File: src/rtl/pacman_motion.sv
`default_nettype none
// pacman_motion: Pac-Man position, facing, mouth animation and death/respawn control.
// Define PACMAN_TUNNEL_WRAP_EN to make x wrap between X_MIN and X_MAX instead of clamping.
module pacman_motion #(
  parameter logic [8:0]  START_X        = 9'd112,
  parameter logic [8:0]  START_Y        = 9'd188,
  parameter logic [8:0]  X_MIN          = 9'd7,
  parameter logic [8:0]  X_MAX          = 9'd216,
  parameter logic [2:0]  TILE_CENTER    = 3'd4,
  parameter int unsigned SPEED_DIV      = 2,
  parameter int unsigned ANIM_DIV       = 4,
  parameter int unsigned RESPAWN_FRAMES = 120
) (
  input  logic       clk,
  input  logic       rst,
  input  logic       frame_tick,
  input  logic [1:0] dir_req,
  input  logic       dir_req_valid,
  input  logic [3:0] blocked,
  input  logic       kill,
  output logic [8:0] xloc,
  output logic [8:0] yloc,
  output logic [1:0] pacman_dir,
  output logic       pacman_alive,
  output logic [1:0] animation_cycle,
  output logic       moving
);

  localparam logic [3:0] SPEED_LAST   = 4'(SPEED_DIV - 1);
  localparam logic [3:0] ANIM_LAST    = 4'(ANIM_DIV - 1);
  localparam logic [7:0] RESPAWN_LAST = 8'(RESPAWN_FRAMES);

  typedef enum logic [0:0] {
    RUN  = 1'b0,
    DEAD = 1'b1
  } state_t;

  state_t     state, state_nxt;
  logic [8:0] x_nxt, y_nxt;
  logic [1:0] dir_nxt, anim_nxt, pend_dir, pend_dir_nxt;
  logic       alive_nxt, moving_nxt, pend_valid, pend_valid_nxt;
  logic [3:0] frame_cnt, frame_cnt_nxt, anim_cnt, anim_cnt_nxt;
  logic [7:0] death_cnt, death_cnt_nxt, death_inc;

  logic       at_center, take_pend, step_ok;
  logic [1:0] step_dir;
  logic [8:0] step_x, step_y;

  assign death_inc = death_cnt + 8'd1;

  // Candidate move for the next step tick: direction after any turn, target position, success.
  always_comb begin
    at_center = (xloc[2:0] == TILE_CENTER) && (yloc[2:0] == TILE_CENTER);
    take_pend = pend_valid &&
                ((pend_dir == ~pacman_dir) || (at_center && !blocked[pend_dir]));
    step_dir  = take_pend ? pend_dir : pacman_dir;
    step_ok   = !(at_center && blocked[step_dir]);
    step_x    = xloc;
    step_y    = yloc;
    case (step_dir)
      2'b00: begin
        if (xloc >= X_MAX) begin
`ifdef PACMAN_TUNNEL_WRAP_EN
          step_x = X_MIN;
`else
          step_ok = 1'b0;
`endif
        end else begin
          step_x = xloc + 9'd1;
        end
      end
      2'b01: step_y = yloc - 9'd1;
      2'b10: step_y = yloc + 9'd1;
      default: begin
        if (xloc <= X_MIN) begin
`ifdef PACMAN_TUNNEL_WRAP_EN
          step_x = X_MAX;
`else
          step_ok = 1'b0;
`endif
        end else begin
          step_x = xloc - 9'd1;
        end
      end
    endcase
  end

  always_comb begin
    state_nxt      = state;
    x_nxt          = xloc;
    y_nxt          = yloc;
    dir_nxt        = pacman_dir;
    alive_nxt      = pacman_alive;
    anim_nxt       = animation_cycle;
    moving_nxt     = moving;
    pend_dir_nxt   = pend_dir;
    pend_valid_nxt = pend_valid;
    frame_cnt_nxt  = frame_cnt;
    anim_cnt_nxt   = anim_cnt;
    death_cnt_nxt  = death_cnt;
    case (state)
      RUN: begin
        if (kill) begin
          state_nxt     = DEAD;
          alive_nxt     = 1'b0;
          moving_nxt    = 1'b0;
          anim_nxt      = 2'd0;
          anim_cnt_nxt  = 4'd0;
          death_cnt_nxt = 8'd0;
        end else begin
          if (frame_tick) begin
            if (frame_cnt == SPEED_LAST) begin
              frame_cnt_nxt = 4'd0;
              dir_nxt       = step_dir;
              moving_nxt    = step_ok;
              if (take_pend) begin
                pend_valid_nxt = 1'b0;
              end
              if (step_ok) begin
                x_nxt = step_x;
                y_nxt = step_y;
                if (anim_cnt == ANIM_LAST) begin
                  anim_cnt_nxt = 4'd0;
                  anim_nxt     = animation_cycle + 2'd1;
                end else begin
                  anim_cnt_nxt = anim_cnt + 4'd1;
                end
              end
            end else begin
              frame_cnt_nxt = frame_cnt + 4'd1;
            end
          end
          // A request arriving on a step edge is kept for a later tick, overriding any older one.
          if (dir_req_valid) begin
            pend_dir_nxt   = dir_req;
            pend_valid_nxt = 1'b1;
          end
        end
      end
      default: begin
        if (frame_tick) begin
          death_cnt_nxt = death_inc;
          if (death_inc == RESPAWN_LAST) begin
            state_nxt      = RUN;
            x_nxt          = START_X;
            y_nxt          = START_Y;
            dir_nxt        = 2'b00;
            alive_nxt      = 1'b1;
            pend_valid_nxt = 1'b0;
            frame_cnt_nxt  = 4'd0;
          end
        end
      end
    endcase
  end

  always_ff @(posedge clk) begin
    if (rst) begin
      state           <= RUN;
      xloc            <= START_X;
      yloc            <= START_Y;
      pacman_dir      <= 2'b00;
      pacman_alive    <= 1'b1;
      animation_cycle <= 2'd0;
      moving          <= 1'b0;
      pend_dir        <= 2'b00;
      pend_valid      <= 1'b0;
      frame_cnt       <= 4'd0;
      anim_cnt        <= 4'd0;
      death_cnt       <= 8'd0;
    end else begin
      state           <= state_nxt;
      xloc            <= x_nxt;
      yloc            <= y_nxt;
      pacman_dir      <= dir_nxt;
      pacman_alive    <= alive_nxt;
      animation_cycle <= anim_nxt;
      moving          <= moving_nxt;
      pend_dir        <= pend_dir_nxt;
      pend_valid      <= pend_valid_nxt;
      frame_cnt       <= frame_cnt_nxt;
      anim_cnt        <= anim_cnt_nxt;
      death_cnt       <= death_cnt_nxt;
    end
  end

endmodule
`default_nettype wire

File: config.mk
export PLATFORM = sky130hd
export DESIGN_NAME = pacman_motion
export DESIGN_NICKNAME = d
export VERILOG_FILES = /design/src/rtl/pacman_motion.sv
export SDC_FILE = /design/constraint.sdc
export NUM_CORES = 1
export LEC_CHECK = 0
export ABC_CLOCK_PERIOD_IN_PS = 3800
export BUFFER_PORTS_ARGS = -buffer_cell sky130_fd_sc_hd__buf_2
export CAP_MARGIN = 20
export CORE_ASPECT_RATIO = 1.2
export CORE_MARGIN = 2
export CORE_UTILIZATION = 35
export DETAILED_ROUTE_END_ITERATION = 8
export GPL_ROUTABILITY_DRIVEN = 0
export GPL_TIMING_DRIVEN = 0
export PLACE_DENSITY = 0.6
export SETUP_SLACK_MARGIN = 0.4
export SLEW_MARGIN = 25
export SYNTH_ARGS = -nofsm -noshare
export SYNTH_HDL_FRONTEND = slang
export SYNTH_SLANG_ARGS = --single-unit
File: constraint.sdc
create_clock -name clk -period 3.8 [get_ports clk]
set_input_delay 0 -clock clk [delete_from_list [all_inputs] [get_ports clk]]
set_output_delay 0 -clock clk [all_outputs]
set_load 0.05 [all_outputs]
==> flow_summary.toml, run 1 <==
[timing]
rsz0062_at_grt = "true"
relSlewSlack_pct = 40.1
fmax_mhz = 273
worstMarginPinSlew_ps = 893
slew_viol_final = 0
hold_viol_final = 0
skew_ps = 10.4
setup_viol = 0
fin_crit_sh_pct = 96.5
holdWs_ps = 28.6
period_needed_ps = 3670

[detailed_routing]
wire_per_inst_um = 15.2
final_antenna_net_count = 0
drt_iter0_drc = 183
vias = 3149
drc_errors = 0
wl_um = 8880
vias_per_cell = 5.37
detail_route.first_pass.iterations = 4

[floorplanning]
num_rows = 37
start_util_pct = 36.4
die_w_um = 90.7
core-area_um2 = 8660
dieHeight_um = 108
fp.dieArea_um2 = 9790
pin_count = 35

[synth]
syn_nets = 424
async_reset_ff_share_pct = 0
yosysSeqAreaShare_pct = 27.9
yosys.area.top_type = "dfxtp_1"
syn_avg_cell_area_um2 = 8.13
yosys.area.top_type_share_pct = 27.9
synth_cell_types = 66
ys_ff_latch = 44
syn_inst = 388
synth_edf_count = 0
synth_most_common_cell = "dfxtp_1"
synth-main-ff-cell = "dfxtp_1"
netlist_area_um2 = 3150
ys_warn_count = 0
synth_area_leaders = "dfxtp_1 28%, ha_1 9.1%, nor2_1 4.9%, a21oi_1 4.6%, xnor2_1 3.6%"
synth_common_cells = "44 x dfxtp_1, 41 x nor2_1, 29 x a21oi_1"

[final_layout]
area_delta_synth_final_pct = 33.8
instances_no_fill = 586
drive_gt1_share_pct = 33.0
final_nets = 504
n_antenna_cell = 0
fin_util_pct = 48.8

[worst_setup_path]
crit_path_start_kind = "register"
path_cells = "buf_6, mux4_2, o31a_1, buf_6, nor3b_4, nor2_4, buf_12, ha_4, fa_2, nor2b_4, o21ai_2, a21boi_2, o21ai_2, a21oi_2, xnor2_2, and4_1, a31o_1"
worst-r2r-cell-count = 17
worstPathMaxFanout = 3
end_kind = "register"
r2r_start = "pend_dir[0]$_SDFFE_PP0P_"
cp_data_required_time_ps = 4010
slowest_delay_ps = 500
crit_family = "compound AO/OA/AOI/OAI gates"
reg2reg_to = "xloc[8]$_SDFFE_PP0P_"
r2r_slack_ps = 130
critical_path_class = "register to register"
cp.arrival_ps = 3880
cp_num_buf_inv = 3
crit_slowest_cell = "mux4_2"

[status]
status = "complete, no violations"

[pwr]
p_comb_share_pct = 11.4
switching_share_pct = 28.3
vdd_drop_max_mv = 0.130
seqPwrFrac_pct = 52.1
power.density_nw_per_um2 = 215
p_int_uw = 650
cellLeakagePower_uw = 0.00167
switchingPower_uw = 256
power_frac_clock_pct = 36.5
finalPower_uw = 906

[global_routing]
grt_pass1_wl_um = 14700
grt_antenna_before_repair = 0
grt_pass1_vias = 3155
grt_max_degree = 15
gr-total-overflow = 0
grt_usage_pct = 18.4

[flow_run]
maxCapViolCount = 0

[clock_network]
cts_buffers = 5
cts-root-buf = "clkbuf_8"
clk_pin_slew_worst_paths_ps = 90
tritoncts = "yes"
htree_levels = 2
ctsLongestPathBuffers = 2
clock_latency_ps = 310
clock_sinks = 44

[placed_design]
dp_hpwl_um = 6130
dp.cells = 538
numPortBuffers = 33

[worst_hold_path]
min_from = "dir_req_valid"
worstHoldPathCells = 3
holdCritPathClass = "primary input to register"
holdPathEnd = "pend_valid$_SDFFE_PP0P_"
## worst register-to-register path, delay by kind of cell (launching register included)
| family | cells | cell delay, ps |
|---|---|---|
| AND/OR/NAND/NOR | 4 | 700 |
| XOR/XNOR | 1 | 90 |
| buffers and inverters | 3 | 360 |
| flip-flops | 1 | 330 |
| AO/OA/AOI/OAI | 6 | 1010 |
| multiplexers | 1 | 500 |
| adder cells (fa/ha/maj) | 2 | 570 |
## flip-flops by register name, summed over array words and instances, names as in the netlist, 2 cells and up
register and count:
xloc 9, yloc 9, death_cnt 8, anim_cnt 4
frame_cnt 4, animation_cycle 2, pacman_dir 2, pend_dir 2
## routing by layer
layer / wire, um / global-route usage [%] / vias to the layer above
li1: - / - / 1568
met1: 3850 / 21.1 / 1509
met2: 4640 / 36.0 / 63
met3: 286 / 2.30 / 9
met4: 103 / 4.51 / 0
met5: 0 / 0 / -
## final cells by class
type | count | area, um2
well taps | 117 | 146
repair buffers | 73 | 518
inverters | 20 | 87.6
multi-input cells | 307 | 2400
fillers | 846 | 4440
flip-flops and latches | 44 | 890
plain buffers | 17 | 80.1
clock buffers | 6 | 82.6
clock inverters | 2 | 15.0
## per-stage QoR
| stage | setup TNS, ps | setup WS [ps] | instance area [um2] |
|---|---|---|---|
| final | 0 | 135 | 4220 |
| after global routing | -67.3 | -60.2 | 4220 |
| after CTS | 0 | 158 | 4110 |
| after detailed placement | 0 | 25.8 | 3580 |
| after global placement | 0 | 22.2 | 3580 |
| after floorplan | 0 | 344 | 3270 |
## cell families (layout without fill, tap and decap cells)
family | Yosys count | in the layout | synth area share (%)
mux | 7 | 7 | 2.66
xor+xnor | 18 | 18 | 5.00
simple gates | 155 | 155 | 26.7
compound gates | 102 | 102 | 22.5
fa+ha+maj | 25 | 25 | 10.4
buf+inv | 37 | 118 | 4.92
flops | 44 | 44 | 27.9
## worst max-delay path by stage
stage	depth (start not counted)	start	end	slack, ps
after global placement	16	pend_dir[0]$_SDFFE_PP0P_	yloc[8]$_SDFFE_PP0P_	20
after floorplan	16	pend_dir[0]$_SDFFE_PP0P_	yloc[8]$_SDFFE_PP0P_	340
after global routing	18	pend_dir[0]$_SDFFE_PP0P_	yloc[8]$_SDFFE_PP0P_	-60
after detailed placement	16	pend_dir[0]$_SDFFE_PP0P_	yloc[8]$_SDFFE_PP0P_	30
after CTS	17	pend_dir[0]$_SDFFE_PP0P_	yloc[7]$_SDFFE_PP1P_	160
final	17	pend_dir[0]$_SDFFE_PP0P_	xloc[8]$_SDFFE_PP0P_	130
## power by group through the flow
| stage | registers (uW) | clock network [uW] | logic, uW |
|---|---|---|---|
| floorplan | 485 | 0 | 55.6 |
| global placement | 482 | 0 | 87.4 |
| detailed placement | 483 | 0 | 87.9 |
| CTS | 472 | 340 | 100 |
| global route | 473 | 356 | 111 |
| finish | 472 | 331 | 103 |
## what timing repair did
action | in CTS | in global routing
pin swaps | 39 | 33
setup buffers | 29 | 7
resized for setup | 37 | 15
endpoints found under the setup margin | 23 | 25
hold buffers | 4 | 0
hold endpoints to repair | 2 | 0
## cells in the final DEF, fill, tap and decap left out, types with 5 or more instances in the layout
cell and n:
a21o_1 7, a21oi_1 24, a21oi_2 7, a31oi_1 5
buf_2 34, buf_4 27, buf_6 10, clkbuf_1 14
clkbuf_8 6, dfxtp_1 37, dfxtp_2 7, ha_1 17
ha_4 5, inv_1 17, nand2_1 25, nand3_1 16
nand4_1 11, nor2_1 36, nor2b_1 5, nor3_1 13
nor3b_1 7, o21ai_0 11, o21ai_1 6, o21ai_2 5
or2_2 5, xnor2_1 12, xor2_1 5
No activity file was read; power rests on OpenSTA's default activity.
==> run 2, diff against run 1 <==
--- a/config.mk
+++ b/config.mk
@@ -7,3 +7,3 @@
 export LEC_CHECK = 0
-export ABC_CLOCK_PERIOD_IN_PS = 3800
+export ABC_CLOCK_PERIOD_IN_PS = 3200
 export BUFFER_PORTS_ARGS = -buffer_cell sky130_fd_sc_hd__buf_2
==> constraint.sdc (replaced) <==
create_clock -name clk -period 3.2 [get_ports clk]
set_input_delay 0 -clock clk [delete_from_list [all_inputs] [get_ports clk]]
set_output_delay 0 -clock clk [all_outputs]
set_load 0.005 [all_outputs]
==> flow_summary.toml, run 2 (synthesized netlist as in run 1, its figures left out) <==
[pwr]
cellLeakagePower_uw = 0.00164
vdd_drop_max_mv = 0.134
power.density_nw_per_um2 = 271
finalPower_uw = 1130

[global_routing]
grt_antenna_before_repair = 0
grt_pass1_wl_um = 14100
gr-total-overflow = 0
grt_usage_pct = 17.7
grt_pass1_vias = 2925
grt_max_degree = 15

[clock_network]
htree_levels = 2
cts_buffers = 5
clock_sinks = 44
clk_pin_slew_worst_paths_ps = 100
cts-root-buf = "clkbuf_8"
tritoncts = "yes"
clock_latency_ps = 320
ctsLongestPathBuffers = 2

[worst_setup_path]
crit_path_start_kind = "register"
critical_path_class = "register to register"
crit_family = "compound AO/OA/AOI/OAI gates"
worst-r2r-cell-count = 15
worstPathMaxFanout = 7
cp.arrival_ps = 3810
slowest_delay_ps = 450
reg2reg_to = "xloc[8]$_SDFFE_PP0P_"
r2r_slack_ps = -380
cp_data_required_time_ps = 3430
r2r_start = "yloc[1]$_SDFFE_PP0P_"
cp_num_buf_inv = 3
startpoint = "yloc[1]$_SDFFE_PP0P_"
crit_slowest_cell = "o31a_1"
path_cells = "nand4bb_2, o31a_1, o21a_1, nor2_4, buf_6, ha_4, inv_6, buf_4, ha_1, or2_2, a21oi_1, a21oi_2, xnor2_1, and4_1, a31o_1"
end_kind = "register"

[worst_hold_path]
min_from = "dir_req_valid"
holdPathEnd = "pend_valid$_SDFFE_PP0P_"
holdCritPathClass = "primary input to register"
worstHoldPathCells = 3

[final_layout]
final_common_cell = "dfxtp_1"
fillCellCount = 850
most-common-layout-cells = "43 x dfxtp_1, 37 x nor2_1, 34 x buf_2"
instances_no_fill = 578
multi_input_area_um2 = 2420
drive_gt1_share_pct = 30.8
area_delta_synth_final_pct = 32.1
top_regs = "xloc x9, yloc x9, death_cnt x8"
final_nets = 496
finalInstanceArea_um2 = 4170
n_antenna_cell = 0
seq_area_um2 = 882

[timing]
rsz0062_at_grt = "true"
setup_viol = 25
fin_crit_sh_pct = 112
slew_viol_final = 0
fmax_mhz = 279
timing.final.ws_setup_ps = -383
fin_setup_tns_ps = -6810
relSlewSlack_pct = 43.4
period_needed_ps = 3580
skew_ps = 10.1
worstMarginPinSlew_ps = 844
hold_viol_final = 0

[placed_design]
dp_hpwl_um = 6090
dp_slack_ps = -597
numPortBuffers = 33
dp.cells = 538
place_area_um2 = 3610

[floorplanning]
num_rows = 37
start_util_pct = 36.4
die_w_um = 90.7
fp.dieArea_um2 = 9790
pin_count = 35
dieHeight_um = 108
core-area_um2 = 8660

[detailed_routing]
drt_iter0_drc = 106
wl_um = 8760
wire_per_inst_um = 15.2
detail_route.first_pass.iterations = 4
drc_errors = 0
vias_per_cell = 5.34
vias = 3085
final_antenna_net_count = 0

[status]
violations = "negative setup slack"
status = "finished, violations left"

[flow_run]
maxCapViolCount = 0
-- run 2: through the flow --
| stage | utilization, % | hold slack [ps] |
|---|---|---|
| 4_1_cts | 46.5 | 4.74 |
| 2_1_floorplan | - | 140 |
| 5_1_grt | 48.1 | 9.10 |
| 3_5_place_dp | 41.7 | 259 |
| 6_report | 48.1 | 7.64 |
| 3_3_place_gp | 41.7 | 255 |
-- run 2: area by class of cell --
type	count	share of cell area [%]
buffer	17	1.95
clock buffer	5	1.65
clock inverter	3	1.02
inverter	20	2.04
multi-input combinational	307	58.2
sequential	44	21.2
tap	117	3.51
timing repair buffer	65	10.4
-- run 2: tightest hold or removal path: cells and delay by family --
family / cells / cell delay [ps]
compound gates: 1 / 60
simple gates: 1 / 90
buf+inv: 1 / 130
-- run 2: per-layer routing --
metal	vias up	track usage, %	routed length [um]
li1	1549	-	-
met1	1483	20.9	3900
met2	39	32.0	4450
met3	14	3.41	251
met4	0	6.37	159
met5	-	0	0
-- run 2: worst max path at each step --
stage | cells past startpoint | end | slack, ps
final | 15 | xloc[8]$_SDFFE_PP0P_ | -380
after floorplan | 16 | yloc[8]$_SDFFE_PP0P_ | -250
after CTS | 16 | yloc[7]$_SDFFE_PP1P_ | -390
after global routing | 14 | xloc[2]$_SDFFE_PP0P_ | -530
after global placement | 16 | yloc[8]$_SDFFE_PP0P_ | -600
after detailed placement | 16 | yloc[8]$_SDFFE_PP0P_ | -600
-- run 2: where the power goes --
group / total (uW) / internal, uW / leakage (uW) / switching (uW)
sequential: 560 / 554 / 0.000356 / 6.27
clock: 455 / 232 / 0.0000541 / 224
combinational: 115 / 41.0 / 0.00123 / 74.4
total: 1130 / 826 / 0.00164 / 304
-- run 2: what timing repair did --
action,4_1_cts,5_1_grt
resized for setup,26,17
hold endpoints to repair,2,0
endpoints found under the setup margin,25,27
pin swaps,32,16
hold buffers,4,0
buffers inserted,21,7
==> run 3, diff against run 2 <==
Settings changed: SETUP_SLACK_MARGIN 0.4 to default.
==> flow_summary.toml, run 3 (synthesized netlist as in run 1, its figures left out) <==
[final_layout]
top_regs = "xloc x9, yloc x9, death_cnt x8"
final_common_cell = "dfxtp_1"
finalInstanceArea_um2 = 4200
area_delta_synth_final_pct = 33.1
drive_gt1_share_pct = 30.7
final_nets = 494
n_antenna_cell = 0
fin_util_pct = 48.5
most-common-layout-cells = "43 x dfxtp_1, 37 x nor2_1, 34 x buf_2"

[pwr]
switchingPower_uw = 283
switching_share_pct = 26.9
vdd_drop_max_mv = 0.132
p_comb_share_pct = 10.8
p_int_uw = 770
cellLeakagePower_uw = 0.00162
power.density_nw_per_um2 = 251
seqPwrFrac_pct = 53.1
power_frac_clock_pct = 36.1

[timing]
setup_viol = 24
slew_viol_final = 0
worstMarginPinSlew_ps = 811
period_needed_ps = 3560
skew_ps = 5.82
fmax_mhz = 281
holdWs_ps = 36.0
relSlewSlack_pct = 45.6
rsz0062_at_grt = "true"
timing.final.ws_setup_ps = -359
fin_setup_tns_ps = -4550
fin_crit_sh_pct = 111
hold_viol_final = 0

[floorplanning]
fp.dieArea_um2 = 9790
core-area_um2 = 8660
pin_count = 35
start_util_pct = 36.4
dieHeight_um = 108
num_rows = 37
die_w_um = 90.7

[status]
status = "finished, violations left"
violations = "negative setup slack"

[worst_setup_path]
worstPathMaxFanout = 6
worst-r2r-cell-count = 15
cp.arrival_ps = 3730
cp_data_required_time_ps = 3370
r2r_start = "pend_dir[0]$_SDFFE_PP0P_"
r2r_slack_ps = -360
reg2reg_to = "yloc[8]$_SDFFE_PP0P_"
end_kind = "register"
critical_path_class = "register to register"
crit_path_start_kind = "register"

[global_routing]
grt_usage_pct = 17.8
grt_max_degree = 13
grt_antenna_before_repair = 0
grt_pass1_vias = 2968
gr-total-overflow = 0
grt_pass1_wl_um = 14100

[detailed_routing]
drc_errors = 0
wire_per_inst_um = 15.2
detail_route.first_pass.iterations = 4
wl_um = 8770
drt_iter0_drc = 131
vias_per_cell = 5.42
vias = 3124
final_antenna_net_count = 0

[placed_design]
dp_hpwl_um = 6150
dp_slack_ps = -641
numPortBuffers = 33
place_area_um2 = 3600

[worst_hold_path]
min_from = "dir_req_valid"
holdCritPathClass = "primary input to register"
holdPathEnd = "pend_valid$_SDFFE_PP0P_"
worstHoldPathCells = 3

[clock_network]
clock_latency_ps = 310
ctsLongestPathBuffers = 2
clock_sinks = 44
tritoncts = "yes"
cts_buffers = 5
cts-root-buf = "clkbuf_8"
clk_pin_slew_worst_paths_ps = 90
htree_levels = 2

[flow_run]
maxCapViolCount = 0
-- run 3: repair_timing --
item | CTS | global route
pin swaps | 24 | 36
gates resized for setup | 25 | 24
endpoints found under the setup margin | 25 | 25
hold buffers | 4 | 0
buffers inserted | 21 | 7
hold endpoints to repair | 2 | 0
-- run 3: how the worst max path moves through the flow --
stage	depth (start not counted)	startpoint	end	slack, ps
2_1_floorplan	16	pend_dir[0]$_SDFFE_PP0P_	yloc[8]$_SDFFE_PP0P_	-250
3_3_place_gp	16	pend_dir[0]$_SDFFE_PP0P_	yloc[8]$_SDFFE_PP0P_	-600
3_5_place_dp	16	pend_dir[0]$_SDFFE_PP0P_	yloc[8]$_SDFFE_PP0P_	-640
4_1_cts	15	pend_dir[0]$_SDFFE_PP0P_	yloc[7]$_SDFFE_PP1P_	-370
5_1_grt	15	pend_dir[0]$_SDFFE_PP0P_	yloc[7]$_SDFFE_PP1P_	-500
6_report	15	pend_dir[0]$_SDFFE_PP0P_	yloc[8]$_SDFFE_PP0P_	-360
-- run 3: power groups by stage --
stage / clock (uW) / combinational [uW] / sequential (uW)
after floorplan: 0 / 68.0 / 571
after global placement: 0 / 100 / 572
after detailed placement: 0 / 102 / 573
after CTS: 387 / 110 / 559
after global routing: 407 / 124 / 561
final: 380 / 113 / 559
-- run 3: stage by stage --
step,std cells,total power [uW]
6_report,576,1050
5_1_grt,576,1090
4_1_cts,570,1060
3_5_place_dp,538,674
3_3_place_gp,538,673
2_1_floorplan,388,639
-- run 3: critical path, cell delays in order (launching register included) --
cell and delay, ps:
dfxtp_4 360, mux4_2 510, o31a_1 310, o21a_1 250, nor2_4 200, ha_4 210
inv_8 60, ha_4 270, nor2b_4 130, o21ai_2 60, a21o_1 180, a31oi_2 210
mux2i_1 120, nor4_2 250, mux2i_1 220, a21oi_1 70
-- run 3: final cells by class --
class / count / area, um2
Buffer: 15 / 65.1
Clock buffer: 8 / 90.1
Fill cell: 840 / 4460
Inverter: 20 / 87.6
Multi-Input combinational cell: 307 / 2490
Sequential cell: 44 / 885
Tap cell: 117 / 146
Timing Repair Buffer: 65 / 438
-- run 3: layer usage --
metal | share of wire (%) | wire (um) | global-route usage [%] | vias up
met2 | 53 | 4610 | 32.7 | 51
li1 | - | - | - | 1551
met3 | 3.3 | 290 | 3.48 | 11
met1 | 42 | 3710 | 20.6 | 1511
met4 | 1.8 | 159 | 6.37 | 0
met5 | 0 | 0 | 0 | -
